[config.mk]
export PLATFORM = sky130hd
export DESIGN_NAME = cov_readout
export DESIGN_NICKNAME = d
export VERILOG_FILES = /design/src/rtl/cov_readout.sv
export SDC_FILE = /design/constraint.sdc
export NUM_CORES = 1
export LEC_CHECK = 0
export ABC_CLOCK_PERIOD_IN_PS = 10270
export CAP_MARGIN = 30
export CORE_UTILIZATION = 55
export DETAILED_ROUTE_END_ITERATION = 7
export PLACE_DENSITY = 0.85
export SETUP_SLACK_MARGIN = 0.2
export SYNTH_ARGS = -nofsm -noshare
export SYNTH_HDL_FRONTEND = slang
export SYNTH_SLANG_ARGS = --single-unit
[constraint.sdc]
create_clock -name clock -period 10.27 [get_ports clock]
set_input_delay 1.027 -clock clock [delete_from_list [all_inputs] [get_ports clock]]
set_output_delay 1.027 -clock clock [all_outputs]
set_load 0.01 [all_outputs]
[src/rtl/cov_readout.sv]
// Purpose : snapshot all coverage hit counters on request, stream (index, count) per point,
//           then publish covered / covered-condition totals; also issues the instrumentation clear strobe.
// Latency : start at cycle T -> first beat at T+2; done at T+2+beats (full-rate consumer).
//           Backpressure: valid/ready; a stalled beat holds every stream output stable until accepted.
//
// Ports:
//   clock, reset (async, active-low)
//   cnt_vec / is_cond_vec   : live counters (point i at [i*CNT_W +: CNT_W]) and condition-point flags
//   start / clear_req       : readout request (IDLE only) and instrumentation-clear request
//   busy                    : readout in progress (SNAP/STREAM/DONE)
//   out_valid/out_ready/out_idx/out_count/out_covered/out_last : beat stream
//   done / total_covered / cond_covered : one-cycle summary strobe and held totals
//   clear_pulse             : one-cycle clear strobe to the instrumentation
//
// Build option: COV_READOUT_SKIP_MISSED_EN -- when defined, points whose snapshot count is zero
// emit no beat and cost no cycle; totals are unaffected.

module cov_readout #(
    parameter int NUM_POINTS = 13,
    parameter int CNT_W      = 32,
    parameter int IDX_W      = $clog2(NUM_POINTS),
    parameter int TOT_W      = $clog2(NUM_POINTS + 1)
) (
    input  logic                        clock,
    input  logic                        reset,
    input  logic [NUM_POINTS*CNT_W-1:0] cnt_vec,
    input  logic [NUM_POINTS-1:0]       is_cond_vec,
    input  logic                        start,
    input  logic                        clear_req,
    output logic                        busy,
    output logic                        out_valid,
    input  logic                        out_ready,
    output logic [IDX_W-1:0]            out_idx,
    output logic [CNT_W-1:0]            out_count,
    output logic                        out_covered,
    output logic                        out_last,
    output logic                        done,
    output logic [TOT_W-1:0]            total_covered,
    output logic [TOT_W-1:0]            cond_covered,
    output logic                        clear_pulse
);

    typedef enum logic [1:0] {
        S_IDLE   = 2'd0,
        S_SNAP   = 2'd1,
        S_STREAM = 2'd2,
        S_DONE   = 2'd3
    } state_t;

    state_t                        state_q, state_d;
    logic [NUM_POINTS*CNT_W-1:0]   snap_cnt_q, snap_cnt_d;
    logic [NUM_POINTS-1:0]         snap_cond_q, snap_cond_d;
    logic [TOT_W-1:0]              acc_tot_q, acc_tot_d;
    logic [TOT_W-1:0]              acc_cond_q, acc_cond_d;
    logic                          clear_pend_q, clear_pend_d;

    logic                          valid_d;
    logic [IDX_W-1:0]              idx_d;
    logic [CNT_W-1:0]              count_d;
    logic                          covered_d;
    logic                          last_d;
    logic [TOT_W-1:0]              total_d;
    logic [TOT_W-1:0]              cond_d;
    logic                          pulse_d;

    // Points eligible to produce a beat: every point normally, only non-zero
    // counts when missed points are skipped. live_mask looks at cnt_vec so the
    // first beat can be loaded in the same edge that takes the snapshot.
    logic [NUM_POINTS-1:0]         live_mask;
    logic [NUM_POINTS-1:0]         snap_mask;

    // Beat-load request shared by SNAP (from live counters) and STREAM (from snapshot)
    logic                          ld_en;
    int                            ld_pos;
    logic [NUM_POINTS*CNT_W-1:0]   ld_vec;
    logic [NUM_POINTS-1:0]         ld_mask;

    // Lowest eligible point at or above 'from'; -1 when none.
    function automatic int first_from(input logic [NUM_POINTS-1:0] mask, input int from);
        int r;
        r = -1;
        for (int i = NUM_POINTS - 1; i >= 0; i--) begin
            if (mask[i] && (i >= from)) r = i;
        end
        return r;
    endfunction

    // True when no eligible point lies above position j (beat j is the final one).
    function automatic logic none_above(input logic [NUM_POINTS-1:0] mask, input int j);
        logic r;
        r = 1'b1;
        for (int i = 0; i < NUM_POINTS; i++) begin
            if (mask[i] && (i > j)) r = 1'b0;
        end
        return r;
    endfunction

    function automatic logic [CNT_W-1:0] cnt_at(input logic [NUM_POINTS*CNT_W-1:0] v, input int i);
        return v[i*CNT_W +: CNT_W];
    endfunction

    always_comb begin
        live_mask = '1;
        snap_mask = '1;
`ifdef COV_READOUT_SKIP_MISSED_EN
        for (int i = 0; i < NUM_POINTS; i++) begin
            live_mask[i] = |cnt_vec[i*CNT_W +: CNT_W];
            snap_mask[i] = |snap_cnt_q[i*CNT_W +: CNT_W];
        end
`endif
    end

    assign busy = (state_q != S_IDLE);
    assign done = (state_q == S_DONE);

    always_comb begin
        state_d      = state_q;
        snap_cnt_d   = snap_cnt_q;
        snap_cond_d  = snap_cond_q;
        acc_tot_d    = acc_tot_q;
        acc_cond_d   = acc_cond_q;
        clear_pend_d = clear_pend_q;
        valid_d      = out_valid;
        idx_d        = out_idx;
        count_d      = out_count;
        covered_d    = out_covered;
        last_d       = out_last;
        total_d      = total_covered;
        cond_d       = cond_covered;
        pulse_d      = 1'b0;
        ld_en        = 1'b0;
        ld_pos       = 0;
        ld_vec       = snap_cnt_q;
        ld_mask      = snap_mask;

        case (state_q)
            S_IDLE: begin
                if (start) begin
                    state_d      = S_SNAP;
                    acc_tot_d    = '0;
                    acc_cond_d   = '0;
                    // a clear coincident with an accepted start waits for the readout to finish
                    clear_pend_d = clear_pend_q | clear_req;
                end else if (clear_req) begin
                    pulse_d = 1'b1;
                end
            end

            S_SNAP: begin
                clear_pend_d = clear_pend_q | clear_req;
                snap_cnt_d   = cnt_vec;
                snap_cond_d  = is_cond_vec;
                ld_vec       = cnt_vec;
                ld_mask      = live_mask;
                ld_pos       = first_from(live_mask, 0);
                ld_en        = (ld_pos >= 0);
                valid_d      = (ld_pos >= 0);
                state_d      = S_STREAM;
            end

            S_STREAM: begin
                clear_pend_d = clear_pend_q | clear_req;
                if (!out_valid) begin
                    // nothing eligible to stream (skip mode, all counts zero)
                    state_d = S_DONE;
                    total_d = acc_tot_q;
                    cond_d  = acc_cond_q;
                end else if (out_ready) begin
                    acc_tot_d  = acc_tot_q + TOT_W'(out_covered);
                    acc_cond_d = acc_cond_q + TOT_W'(out_covered & snap_cond_q[out_idx]);
                    if (out_last) begin
                        valid_d = 1'b0;
                        state_d = S_DONE;
                        total_d = acc_tot_d;
                        cond_d  = acc_cond_d;
                    end else begin
                        ld_pos = first_from(snap_mask, int'(out_idx) + 1);
                        ld_en  = (ld_pos >= 0);
                    end
                end
            end

            S_DONE: begin
                // all clear requests seen during the readout merge into one strobe
                pulse_d      = clear_pend_q | clear_req;
                clear_pend_d = 1'b0;
                state_d      = S_IDLE;
            end

            default: state_d = S_IDLE;
        endcase

        if (ld_en) begin
            idx_d     = IDX_W'(ld_pos);
            count_d   = cnt_at(ld_vec, ld_pos);
            covered_d = |count_d;
            last_d    = none_above(ld_mask, ld_pos);
        end
    end

    always_ff @(posedge clock or negedge reset) begin
        if (!reset) begin
            state_q       <= S_IDLE;
            snap_cnt_q    <= '0;
            snap_cond_q   <= '0;
            acc_tot_q     <= '0;
            acc_cond_q    <= '0;
            clear_pend_q  <= 1'b0;
            out_valid     <= 1'b0;
            out_idx       <= '0;
            out_count     <= '0;
            out_covered   <= 1'b0;
            out_last      <= 1'b0;
            total_covered <= '0;
            cond_covered  <= '0;
            clear_pulse   <= 1'b0;
        end else begin
            state_q       <= state_d;
            snap_cnt_q    <= snap_cnt_d;
            snap_cond_q   <= snap_cond_d;
            acc_tot_q     <= acc_tot_d;
            acc_cond_q    <= acc_cond_d;
            clear_pend_q  <= clear_pend_d;
            out_valid     <= valid_d;
            out_idx       <= idx_d;
            out_count     <= count_d;
            out_covered   <= covered_d;
            out_last      <= last_d;
            total_covered <= total_d;
            cond_covered  <= cond_d;
            clear_pulse   <= pulse_d;
        end
    end

endmodule

-- After elaboration in Yosys (flattened, before gate mapping)
Index checks and enable logic that the tools add are counted.
- add/subtract/negate cells: 3
- order comparisons: 29
- equal/unequal tests: 10
- shift operators: 1
- muxes and demuxes: 69
- bitwise operators: 2
- reduce and logical (&&, ||, !) cells: 9
- operator list (kind ; count):
    $mux W32 ; 21
    $mux W416 ; 1
    $shiftx A416 B32 Y32 ; 1
    $gt A5 B32 Y1 const A ; 5
    $gt A4 B32 Y1 const A ; 4
    $ge A32 B1 Y1 const B ; 2
    $gt A3 B32 Y1 const A ; 2
    $pmux W32 S2 ; 1
    $mux W4 ; 11
    $gt A1 B32 Y1 const A ; 1
    $gt A2 B32 Y1 const A ; 1
    $reduce_or A32 Y1 ; 1
    $ge A4 B5 Y1 const A ; 5
    $mux W1 ; 23
    $ge A3 B5 Y1 const A ; 4
    $pmux W4 S2 ; 2
    $ge A1 B5 Y1 const A ; 2
    $ge A2 B5 Y1 const A ; 2
    $add A4 B1 Y4 ; 2
    $mux W2 ; 4
    $pmux W2 S4 ; 1
    $ne A2 B2 Y1 const B ; 3
    $ne A3 B3 Y1 const B ; 2
    $pmux W1 S2 ; 3
    other kinds (14) ; 19
- register bits after elaboration: 488
- input port bits: 434
- output and inout bits: 50
- word-level logic and storage cells: 137

-- Logic depth before layout (Yosys ltp)
- depth after elaboration: 37
- depth in mapped cells: 18
- gate-level depth less buffers: 12

-- Worst setup path before layout
OpenSTA, ideal clock, no wires.
- path type: input-to-reg
- from: input port out_ready
- to: register out_covered
- library setup time: 0.141 ns
- arrival: 3.707 ns
- data required time: 10.129 ns
- path slack: 6.422 ns
- cell stages on the path: 13
- buffers on the path: 3
- path through: nand3_2 -> or2_0 -> buf_6 -> or4_1 -> buf_6 -> nor2_8 -> buf_8 -> mux2i_1 -> o221ai_1 -> and3_1 -> or4_4 -> nor4_4 -> a41oi_2
- word-level cells in the longest chain between the ends: 5
- elaborated cells between the ends (all ways): 8
- those cells by class: shift: 1; mux: 6; reduce/logical: 1
- ends and longest elaborated chain (what ; line ; text):
    start, declared ; 32 ; input logic out_ready,
    $mux W32 ; 168 ; end else if (out_ready) begin
    $mux W32 ; 163 ; if (!out_valid) begin
    $pmux W32 S2 ; 136 ; case (state_q)
    $shiftx A416 B32 Y32 ; 99 ; return v[i*CNT_W +: CNT_W];
    $reduce_or A32 Y1 ; 196 ; covered_d = |count_d;
    end signal, assigned ; 227 ; out_covered <= covered_d;
    end, declared ; 35 ; output logic out_covered,
Several ways; a longest one is shown, not always the timed one.
A chain may end at the register's enable or synchronous reset.

-- Final worst setup path
- from: register out_idx[0]
- to: register out_covered
- word-level cells in the longest chain between the ends: 25
- elaborated cells between the ends (all ways): 42
- those cells by class: add/sub: 1; order compare: 14; shift: 1; mux: 25; reduce/logical: 1
- ends and longest elaborated chain (what ; line ; text):
    start, declared ; 33 ; output logic [IDX_W-1:0] out_idx,
    start signal, assigned ; 225 ; out_idx <= idx_d;
    $add A4 B1 Y5 * ; 177 ; ld_pos = first_from(snap_mask, int'(out_idx) + 1);
    $ge A4 B5 Y1 ; 83 ; if (mask[i] && (i >= from)) r = i;
    $mux W32 (12 in a row) ; 83 ;
    $mux W32 * ; 83 ;
    $mux W32 * ; 171 ; if (out_last) begin
    $mux W32 * ; 168 ;
    $mux W32 * ; 163 ;
    $mux W32 * ; 136 ;
    $mux W32 ; 171 ;
    $mux W32 ; 168 ;
    $mux W32 ; 163 ;
    $pmux W32 S2 ; 136 ;
    $shiftx A416 B32 Y32 ; 99 ;
    $reduce_or A32 Y1 ; 196 ;
Every way passes the cells marked *; elsewhere a longest branch is shown, timed or not. The select of a mux whose other input is x is not followed.

==> metrics.md <==
| Metric | Value |
|---|---|
| I/O Buffers | `483` |
| Fin crit share | `52.3%` |
| H-tree depth | `2` |
| Flops & latches, synth | `488` |
| Reg power frac | `35.1%` |
| Post-synth cell types | `80` |
| R2r startpoint | `out_idx[0]` |
| TritonCTS clock tree | `done` |
| Reg2reg path depth | `13` |
| Outcome | `finished, final reports clean` |
| Worst slew pin tran | `1.10 ns` |
| Min Tclk post-route | `5.37 ns` |
| R2r setup slk | `4.90 ns` |
| Nets@finish | `2621` |
| Seq/Total Area, Yosys | `54.0%` |
| PostCTS Resize Cnt | `0` |
| Fin cells | `2755` |
| Initial Util | `56.4%` |
| CORE AREA | `0.0401 mm2` |
| Count of pins over their slew limit | `0` |
| Drt wl/cell | `26.1 um` |
| Initial DRC Count | `1398` |
| CP endpoint | `out_covered` |
| Crit path DAT | `5.81 ns` |
| Critical Path End Type | `register` |
| DRC | `0` |
| CTS Buffer Depth | `3` |
| CTS sink cnt | `488` |
| Filler cells | `2674` |
| CP Launch Point | `out_idx[0]` |
| Grt total ovfl | `0` |
| F_max | `0.186 GHz` |
| Post-CTS Hold Buffers | `0` |
| GRT Total Usage | `34.5%` |
| P_leak | `0.0120 uW` |
| Pwr/cell area | `313 mW/mm2` |
| Area growth syn-to-layout | `29.9%` |
| Number of buffers created by CTS | `50` |
| Yosys top cell area share | `54.0%` |
| Placed cell count | `2647` |
| Post-synth top area cell | `dfrtp_1` |
| Routed Antenna Nets | `0` |
| Fin Setup TNS | `0 ns` |
| Post-synth net total | `2179` |
| Syn Area/Cell | `13.0 um2` |
| Critical Path Fanout Max | `41` |
| Max-slew headroom | `26.7%` |
| Switching part of the total | `36.3%` |
| Critical Path RT | `10.71 ns` |
| Startpoint Class | `register` |
| Ys flop type | `dfrtp_1` |
| Gate power share | `45.6%` |
| Count of final hold-check violations | `0` |
| Post-CTS setup buffers | `0` |
| Final setup vio count | `0` |
| Worst Path Class, Setup | `reg -> reg` |
| Synth cell count leaders | `dfrtp_1 (488), mux2_2 (426), mux2i_1 (153)` |
| I/O Pins | `484` |
| Hold Crit Class | `reg -> reg` |
| Core Rows | `73` |
| Die height | `205 um` |
| Internal power | `5850 uW` |
| First-pass GRT wire length | `107 mm` |
| Share of layout cells above drive strength 1 | `25.3%` |
| Insertion delay to the later sink of the worst-skew pair | `0.60 ns` |
| Cells after synthesis | `1734` |
| Antenna violations before repair | `22` |
| Most frequent cell after synthesis | `dfrtp_1` |
| Clock transition at the registers of the reported paths | `0.06 ns` |
| Async S/R FF share, synth | `100%` |
| Pin count of the biggest net entering global routing | `177` |
| CTS Root Cell | `clkbuf_16` |
| Global placer's final weighted congestion | `0.946` |
| First-pass DRT Iterations | `5` |
| Synthesized area | `0.0226 mm2` |
| Routed WL | `71.8 mm` |
| Die width | `205 um` |
| Synth Warn # | `0` |
| Dominant cells by area after synthesis | `dfrtp_1 (54%), mux2_2 (21%), mux2i_1 (6.8%), o21ai_0 (1.7%), nor2_1 (1.4%)` |
| Max capacitance violation total | `0` |
| RSZ-0062 raised after global routing | `no` |
| Vias in the first global route | `17.9k` |
| Vias per cell | `6.05` |
| Reg-to-Reg End | `out_covered` |
| Clk pwr share | `19.3%` |
| Worst VDD drop | `0.200 mV` |
| Net switching power | `3330 uW` |
| HPWL after detailed placement | `51.4 mm` |
| DIE AREA | `0.0419 mm2` |
| Clk_skew | `0.0282 ns` |
| Vias | `16.7k` |
| Post-synth EDFFs | `0` |
-- power by group through the flow --
| stage | Sequential (uW) | Clock (uW) | Combinational [uW] |
|---|---|---|---|
| after global placement | 3180 | 0 | 4010 |
| after CTS | 3220 | 1790 | 4150 |
| after global routing | 3310 | 1860 | 4450 |
| after floorplan | 3130 | 0 | 2880 |
| after detailed placement | 3250 | 0 | 4110 |
| final | 3230 | 1770 | 4190 |
-- state kept, by name, indices dropped and copies added, names as in the netlist, 4 cells and up --
register,flops
snap_cnt_q,416
out_count,32
snap_cond_q,13
acc_cond_q,4
acc_tot_q,4
cond_covered,4
out_idx,4
total_covered,4
-- critical path, stage by stage (launching register included) --
cell      delay (ns)
dfrtp_1         0.72
ha_1            0.55
nand2b_1        0.29
nor4b_2         0.10
or4_1           0.76
nor2_8          0.40
buf_4           0.66
nor2_2          0.21
buf_4           0.27
a21oi_1         0.16
nor4bb_1        0.10
or4_4           0.57
nor4_4          0.24
a41oi_2         0.13
-- layout by cell type (no fill, tap or decap), types with 4 or more instances in the layout --
master and n:
dfrtp_1 488, o32a_1 4, ha_1 10, xor2_1 4, or4b_1 4, nand4_1 22
o32ai_1 4, nand3_1 7, o21ai_1 6, a22oi_1 6, a31oi_1 21, clkbuf_1 16
a22o_1 12, o221ai_1 22, a21o_1 7, nor4_1 4, nor4bb_1 4, mux2i_1 153
nand2_1 68, clkdlybuf4s50_1 482, a221oi_1 9, mux2_2 426, a222oi_1 11, o21ai_0 77
nor2_1 79, clkbuf_16 50, a21oi_1 38, nand2b_1 5, nand4b_1 5, clkinv_2 9
inv_1 19, clkbuf_8 12, nor3_1 23, buf_4 19, diode_2 16
-- worst min-delay path by stage --
stage / startpoint / endpoint / cells after the start
floorplan: snap_cnt_q[10] / snap_cnt_q[10] / 2
global placement: snap_cnt_q[170] / snap_cnt_q[170] / 2
detailed placement: snap_cnt_q[14] / snap_cnt_q[14] / 2
CTS: snap_cnt_q[14] / snap_cnt_q[14] / 2
global route: snap_cnt_q[361] / snap_cnt_q[361] / 1
finish: snap_cnt_q[14] / snap_cnt_q[14] / 2
-- cells by family (layout without fill, tap and decap cells) --
group           after synthesis  count (layout)  share of synthesized area (%)
flops                       488             488                           54.0
mux                         584             584                           28.4
xor+xnor                      4               4                          0.155
compound gates              253             253                           7.72
simple gates                257             257                           5.88
other cells                   0              16                              0
buf+inv                     137             617                           3.25
fa+ha+maj                    11              11                          0.609
-- per-layer routing --
| metal | global-route usage [%] | share of wire [%] | vias up |
|---|---|---|---|
| li1 | - | - | 7275 |
| met1 | 41.8 | 37 | 8334 |
| met2 | 55.4 | 48 | 838 |
| met3 | 9.75 | 9.7 | 214 |
| met4 | 18.9 | 5.3 | 12 |
| met5 | 0 | 0.11 | - |
-- layout make-up --
| type | count | area [um2] | area share [%] |
|---|---|---|---|
| clock inverters | 12 | 98.8 | 0.336 |
| flip-flops and latches | 488 | 12200 | 41.6 |
| multi-input cells | 1109 | 9740 | 33.2 |
| clock buffers | 78 | 1480 | 5.03 |
| repair buffers | 507 | 5080 | 17.3 |
| well taps | 525 | 657 | 2.24 |
| diodes | 16 | 40.0 | 0.136 |
| inverters | 20 | 75.1 | 0.256 |
-- through the flow --
stage          instance area, um2  setup WS [ns]  hold slack (ns)  utilization [%]  power (uW)
2_1_floorplan               22600           6.42            0.443                -        6000
3_3_place_gp                27700           4.46            0.458             69.1        7190
3_5_place_dp                27700           4.37            0.462             69.1        7360
4_1_cts                     29300           4.91            0.477             73.1        9170
5_1_grt                     29400           4.59            0.506             73.2        9620
6_report                    29400           4.90            0.476             73.3        9190
Note: power is estimated with default switching activity, not from simulation.
